<file path="config.mk">
export PLATFORM = sky130hd
export DESIGN_NAME = alu_adder_pipe_flat
export DESIGN_NICKNAME = d
export VERILOG_FILES = /design/src/rtl/alu_adder_pipe_if.sv /design/src/rtl/alu_adder_pipe.sv /design/src/flat_wrapper.sv
export SDC_FILE = /design/constraint.sdc
export NUM_CORES = 1
export LEC_CHECK = 0
export BUFFER_PORTS_ARGS = -buffer_cell sky130_fd_sc_hd__clkbuf_2
export CAP_MARGIN = 20
export CORE_MARGIN = 1
export CORE_UTILIZATION = 40
export CTS_CLUSTER_DIAMETER = 30
export CTS_CLUSTER_SIZE = 8
export DETAILED_ROUTE_END_ITERATION = 10
export PLACE_DENSITY = 0.68
export SYNTH_ARGS = -nofsm -noshare
export SYNTH_HDL_FRONTEND = slang
export SYNTH_SLANG_ARGS = --single-unit
</file>
<file path="constraint.sdc">
create_clock -name clk -period 5.7 [get_ports clk]
set_input_delay 1.425 -clock clk [delete_from_list [all_inputs] [get_ports clk]]
set_output_delay 1.425 -clock clk [all_outputs]
set_load 0.02 [all_outputs]
</file>
<file path="src/rtl/alu_adder_pipe_if.sv">
// Operand/result handshake bundle for alu_adder_pipe.
// The master drives operands and accepts results. The slave is the adder unit.
interface alu_adder_pipe_if #(
    parameter int WIDTH = 32
);
    logic             in_valid;
    logic             in_ready;
    logic [WIDTH-1:0] a;
    logic [WIDTH-1:0] b;
    logic [1:0]       op;
    logic             cin;
    logic             sat;
    logic             out_valid;
    logic             out_ready;
    logic [WIDTH-1:0] sum;
    logic             carry_out;
    logic             overflow;
    logic             zero;
    logic             negative;

    modport master (
        output in_valid, a, b, op, cin, sat, out_ready,
        input  in_ready, out_valid, sum, carry_out, overflow, zero, negative
    );

    modport slave (
        input  in_valid, a, b, op, cin, sat, out_ready,
        output in_ready, out_valid, sum, carry_out, overflow, zero, negative
    );
endinterface

</file>
<file path="src/rtl/alu_adder_pipe.sv">
// Pipelined add/subtract unit. The carry ripples through one CHUNK-bit slice per stage.
// The last stage resolves signed saturation and the flags behind a valid/ready handshake.
module alu_adder_pipe #(
    parameter int WIDTH = 32,
    parameter int CHUNK = 8
) (
    input logic             clk,
    input logic             rst_n,
    alu_adder_pipe_if.slave bus
);
    localparam int STAGES = WIDTH / CHUNK;

    if ((WIDTH % CHUNK != 0) || (STAGES < 1)) begin : g_param_check
        $error("alu_adder_pipe: WIDTH (%0d) must be a non-zero multiple of CHUNK (%0d)", WIDTH, CHUNK);
    end

    typedef struct packed {
        logic [WIDTH-1:0] a;
        logic [WIDTH-1:0] b;    // effective B, already inverted for SUB/SBB
        logic [WIDTH-1:0] s;    // partial sum, meaningful below the current slice
        logic             c;
        logic             sat;
    } stage_t;

    logic             advance;
    logic [WIDTH-1:0] b_eff;
    logic             c0;
    stage_t           stg_in [STAGES];
    logic             vld_in [STAGES];

    logic             out_valid_q;
    logic [WIDTH-1:0] sum_q;
    logic             carry_q;
    logic             overflow_q;
    logic             zero_q;
    logic             negative_q;

    // The whole pipe freezes as one when the result is waiting, bubbles included.
    assign advance      = !out_valid_q || bus.out_ready;
    assign bus.in_ready = advance;

    // ADD and SUB force the carry-in to 0 and 1. ADC and SBB take cin.
    assign b_eff     = bus.op[0] ? ~bus.b : bus.b;
    assign c0        = bus.op[1] ? bus.cin : bus.op[0];
    assign stg_in[0] = {bus.a, b_eff, {WIDTH{1'b0}}, c0, bus.sat};
    assign vld_in[0] = bus.in_valid;

    for (genvar k = 0; k < STAGES; k++) begin : g_stage
        logic [CHUNK:0] slice_sum;
        stage_t         stage_d;

        assign slice_sum = {1'b0, stg_in[k].a[k*CHUNK +: CHUNK]}
                         + {1'b0, stg_in[k].b[k*CHUNK +: CHUNK]}
                         + {{CHUNK{1'b0}}, stg_in[k].c};

        // NOTE: every field gets its default first, so no path through the block can infer a latch.
        always_comb begin
            stage_d                     = stg_in[k];
            stage_d.s[k*CHUNK +: CHUNK] = slice_sum[CHUNK-1:0];
            stage_d.c                   = slice_sum[CHUNK];
        end

        if (k < STAGES - 1) begin : g_mid
            stage_t data_q;
            logic   valid_q;

            // NOTE: sequential state uses non-blocking assignments, so every stage samples pre-edge values.
            always_ff @(posedge clk or negedge rst_n) begin
                if (!rst_n) begin
                    valid_q <= 1'b0;
                end else if (advance) begin
                    valid_q <= vld_in[k];
                end
            end

            // NOTE: datapath registers have no reset. valid_q qualifies them, and it is reset.
            always_ff @(posedge clk) begin
                if (advance && vld_in[k]) begin
                    data_q <= stage_d;
                end
            end

            assign stg_in[k+1] = data_q;
            assign vld_in[k+1] = valid_q;
        end else begin : g_last
            logic [WIDTH-1:0] raw;
            logic [WIDTH-1:0] res;
            logic             a_msb;
            logic             ovf;

            assign raw   = stage_d.s;
            assign a_msb = stg_in[k].a[WIDTH-1];
            assign ovf   = (a_msb == stg_in[k].b[WIDTH-1]) && (raw[WIDTH-1] != a_msb);
            // Clamp toward the sign of A: most negative value if A < 0, most positive otherwise.
            assign res   = (stg_in[k].sat && ovf) ? {a_msb, {(WIDTH-1){!a_msb}}} : raw;

            always_ff @(posedge clk or negedge rst_n) begin
                if (!rst_n) begin
                    out_valid_q <= 1'b0;
                    sum_q       <= '0;
                    carry_q     <= 1'b0;
                    overflow_q  <= 1'b0;
                    zero_q      <= 1'b0;
                    negative_q  <= 1'b0;
                end else if (advance) begin
                    out_valid_q <= vld_in[k];
                    if (vld_in[k]) begin
                        sum_q      <= res;
                        carry_q    <= stage_d.c;
                        overflow_q <= ovf;
                        zero_q     <= (res == '0);
                        negative_q <= res[WIDTH-1];
                    end
                end
            end
        end
    end

    assign bus.out_valid = out_valid_q;
    assign bus.sum       = sum_q;
    assign bus.carry_out = carry_q;
    assign bus.overflow  = overflow_q;
    assign bus.zero      = zero_q;
    assign bus.negative  = negative_q;
endmodule

</file>
<file path="src/flat_wrapper.sv">
// flat-port wrapper written by rule: the top's interface ports become plain ports
module alu_adder_pipe_flat 
#(
    parameter int WIDTH = 32,
    parameter int CHUNK = 8
)
  (clk, rst_n, bus_in_valid, bus_a, bus_b, bus_op, bus_cin, bus_sat, bus_out_ready, bus_in_ready, bus_out_valid, bus_sum, bus_carry_out, bus_overflow, bus_zero, bus_negative);
  alu_adder_pipe_if #(.WIDTH(WIDTH)) bus_i ();
  input logic clk;
  input logic rst_n;
  input wire logic [$bits(bus_i.in_valid)-1:0] bus_in_valid;
  input wire logic [$bits(bus_i.a)-1:0] bus_a;
  input wire logic [$bits(bus_i.b)-1:0] bus_b;
  input wire logic [$bits(bus_i.op)-1:0] bus_op;
  input wire logic [$bits(bus_i.cin)-1:0] bus_cin;
  input wire logic [$bits(bus_i.sat)-1:0] bus_sat;
  input wire logic [$bits(bus_i.out_ready)-1:0] bus_out_ready;
  output wire logic [$bits(bus_i.in_ready)-1:0] bus_in_ready;
  output wire logic [$bits(bus_i.out_valid)-1:0] bus_out_valid;
  output wire logic [$bits(bus_i.sum)-1:0] bus_sum;
  output wire logic [$bits(bus_i.carry_out)-1:0] bus_carry_out;
  output wire logic [$bits(bus_i.overflow)-1:0] bus_overflow;
  output wire logic [$bits(bus_i.zero)-1:0] bus_zero;
  output wire logic [$bits(bus_i.negative)-1:0] bus_negative;
  assign bus_i.in_valid = bus_in_valid;
  assign bus_i.a = bus_a;
  assign bus_i.b = bus_b;
  assign bus_i.op = bus_op;
  assign bus_i.cin = bus_cin;
  assign bus_i.sat = bus_sat;
  assign bus_i.out_ready = bus_out_ready;
  assign bus_in_ready = bus_i.in_ready;
  assign bus_out_valid = bus_i.out_valid;
  assign bus_sum = bus_i.sum;
  assign bus_carry_out = bus_i.carry_out;
  assign bus_overflow = bus_i.overflow;
  assign bus_zero = bus_i.zero;
  assign bus_negative = bus_i.negative;
  alu_adder_pipe #(.WIDTH(WIDTH), .CHUNK(CHUNK)) u_core (.clk(clk), .rst_n(rst_n), .bus(bus_i));
endmodule
</file>
==> load_flow_metrics.sql <==
INSERT INTO impl_metrics (metric_group, metric, value, unit) VALUES
('status', 'run_status', 'finished, final reports clean', ''),
('power', 'power.switching_fraction', '33.6', '%'),
('layout', 'layout_commonest_cell', 'edfxtp_1', ''),
('clock_tree', 'cts.clk_slew.worst_paths', '70', 'ps'),
('drt', 'first_iter_violations', '192', ''),
('logic_synthesis', 'netlist-cell-type-count', '44', ''),
('sta', 'final.min_clock_period', '3440', 'ps'),
('drt', 'wl', '13500', 'um'),
('logic_synthesis', 'most_area_hungry_cell_type_in_the_yosys_netlist', 'edfxtp_1', ''),
('logic_synthesis', 'synth-edff-count', '150', ''),
('drt', 'via_count', '4330', ''),
('logic_synthesis', 'synth_top_flop_cell', 'edfxtp_1', ''),
('global_routing', 'groute.usage.overall', '14.3', '%'),
('worst_setup_path', 'worst_r2r_endpoint', 'u_core.bus.zero', ''),
('worst_setup_path', 'worstSetupEndpointType', 'output pin', ''),
('clock_tree', 'clock_tree_from_tritoncts', 'done', ''),
('worst_setup_path', 'slowest_delay', '280', 'ps'),
('clock_tree', 'cts_htree_levels', '4', ''),
('clock_tree', 'cts_inserted_buffers', '17', ''),
('power', 'vdd.ir_drop.worst', '220', 'uV'),
('logic_synthesis', 'post_synth_inst_count', '541', ''),
('die', 'ioPinCount', '110', ''),
('power', 'clock_power_share', '23.9', '%'),
('sta', 'timing.final.setup_violations', '0', ''),
('placement', 'placedInstanceArea', '8640', 'um^2'),
('die', 'fp-row-count', '50', ''),
('logic_synthesis', 'synth_area', '7820', 'um^2'),
('layout', 'most-common-layout-cells', 'edfxtp_1, clkbuf_2, nor2_1, a21oi_1, nand2_1', ''),
('logic_synthesis', 'synth-warning-count', '0', ''),
('logic_synthesis', 'synth_sequential_area_ratio', '70.1', '%'),
('layout', 'layout.core_utilization', '49.0', '%'),
('clock_tree', 'cts.repair_timing.setup_buffer_count', '0', ''),
('worst_setup_path', 'ff2ff_setup_slack', '2720', 'ps'),
('placement', 'routabilityCongestion', '0.819', ''),
('worst_setup_path', 'critical_path_arrival', '2010', 'ps'),
('global_routing', 'grt_pass1_wl', '21700', 'um'),
('layout', 'insertedDiodeCount', '0', ''),
('clock_tree', 'quantity_of_hold_fixing_buffers_added_after_cts', '0', ''),
('worst_setup_path', 'critical_path.startpoint_type', 'input port', ''),
('placement', 'port_buffers', '109', ''),
('sta', 'accumulated_negative_setup_slack', '0', 'ps'),
('power', 'power.sequential.fraction', '45.7', '%'),
('drt', 'post-route-drc-count', '0', ''),
('global_routing', 'antenna_found_initial', '0', ''),
('drt', 'wire_per_inst', '14.5', 'um'),
('logic_synthesis', 'netlist_top_cells_area', 'edfxtp_1, dfrtp_1, ha_1', ''),
('die', 'dieWidth', '142', 'um'),
('placement', 'dp_hpwl', '9770', 'um'),
('die', 'dieArea', '20100', 'um^2'),
('worst_setup_path', 'worstSetupStartpoint', 'bus_out_ready', ''),
('sta', 'timing.final.max_slew_violations', '0', ''),
('worst_setup_path', 'rr_worst_depth', '9', ''),
('clock_tree', 'latest_clock_arrival_within_the_worst_skew_pair', '420', 'ps'),
('clock_tree', 'cts_resized', '0', ''),
('logic_synthesis', 'avgSynthCellArea', '14.5', 'um^2'),
('sta', 'max_slew_margin', '35.2', '%'),
('global_routing', 'grt_overflow_total', '0', ''),
('worst_setup_path', 'worst-endpoint-required', '4280', 'ps'),
('power', 'power_leakage', '3.73', 'nW'),
('worst_setup_path', 'crit_path_category', 'input port to output pin', ''),
('global_routing', 'groute.layer.met1.usage', '17.8', '%'),
('layout', 'nets', '769', ''),
('sta', 'finalHoldViolCount', '0', ''),
('sta', 'timing.fmax', '0.291', 'GHz'),
('clock_tree', 'cts_sinks', '189', ''),
('min_path', 'min-delay-path-class', 'register to register', ''),
('logic_synthesis', 'asyncSetResetFlopFracSynth', '20.6', '%'),
('drt', 'routed_vias_inst', '4.64', ''),
('layout', 'synth_to_layout_area_growth', '18.8', '%'),
('clock_tree', 'clock_tree.buffer_depth', '2', ''),
('worst_setup_path', 'crit_path_end', 'bus_in_ready', '');
## critical path: cells and delay by family
family / cells / cell delay (ps)
buffers and inverters: 2 / 300
and+or+nand+nor: 1 / 280
## flip-flops by register name, summed over array words and instances (netlist names)
name                          count
u_core.bus.carry_out              1
u_core.bus.negative               1
u_core.bus.out_valid              1
u_core.bus.overflow               1
u_core.bus.sum                   31
u_core.bus.zero                   1
u_core.g_stage.g_mid.data_q     150
u_core.g_stage.g_mid.valid_q      3
## area by class of cell
class	count	area, um^2
clock inverters	12	124
clock buffers	20	457
well taps	260	325
flip-flops and latches	189	5480
inverters	25	93.8
fillers	1664	9660
multi-input cells	312	2160
repair buffers	116	654
## worst min-delay path by stage
stage                                        from                            endpoint  cells after the start
2_1_floorplan   u_core.g_stage[0].g_mid.data_q[0]   u_core.g_stage[1].g_mid.data_q[0]                      0
3_3_place_gp    u_core.g_stage[0].g_mid.data_q[4]   u_core.g_stage[1].g_mid.data_q[4]                      0
4_1_cts         u_core.g_stage[0].g_mid.data_q[5]   u_core.g_stage[1].g_mid.data_q[5]                      0
3_5_place_dp    u_core.g_stage[0].g_mid.data_q[2]   u_core.g_stage[1].g_mid.data_q[2]                      0
5_1_grt        u_core.g_stage[0].g_mid.data_q[92]  u_core.g_stage[1].g_mid.data_q[92]                      0
6_report       u_core.g_stage[1].g_mid.data_q[61]  u_core.g_stage[2].g_mid.data_q[61]                      0
## cells in the mapped netlist (9+ instances only)
master	n
edfxtp_1	150
nor2_1	46
inv_1	25
xor2_1	38
o21ai_0	18
dfrtp_1	39
nor3_1	9
ha_1	28
a21oi_1	45
nand2_1	43
xnor2_1	14
## power by group through the flow
stage	registers, mW	clock network, mW	logic, mW
2_1_floorplan	2.30	0	0.883
5_1_grt	2.21	1.22	1.60
6_report	2.17	1.14	1.44
4_1_cts	2.17	1.17	1.42
3_3_place_gp	2.19	0	1.36
3_5_place_dp	2.20	0	1.41
## per-layer routing
| metal | part of all wire [%] | wire length (um) |
|---|---|---|
| met4 | 1.9 | 258 |
| met3 | 4.8 | 653 |
| met1 | 46 | 6220 |
| met2 | 47 | 6390 |
| met5 | 0 | 0 |
## cells by family (layout without fill, tap and decap cells)
kind of cell               after synthesis  in the layout  share of synthesized area (%)
AOI/OAI and AO/OA                       85             85                           6.75
xor gates and xnor gates                52             52                           5.82
adders and majority gates               36             36                           6.53
buffers and inverters                   40            173                           2.37
DFF                                    189            189                           70.1
muxes                                    4              4                          0.560
and+or+nand+nor                        135            135                           7.87
## through the flow
step                      setup WS (ps)  power (mW)  hold WS [ps]  std cells
after floorplan                    1790        3.18           400        541
after global placement             2090        3.55           405        897
after detailed placement           1950        3.61           405        898
after CTS                          2260        4.76           420        930
after global routing               2160        5.04           423        934
final                              2260        4.75           419        934
No activity file was read; power rests on OpenSTA's default activity.
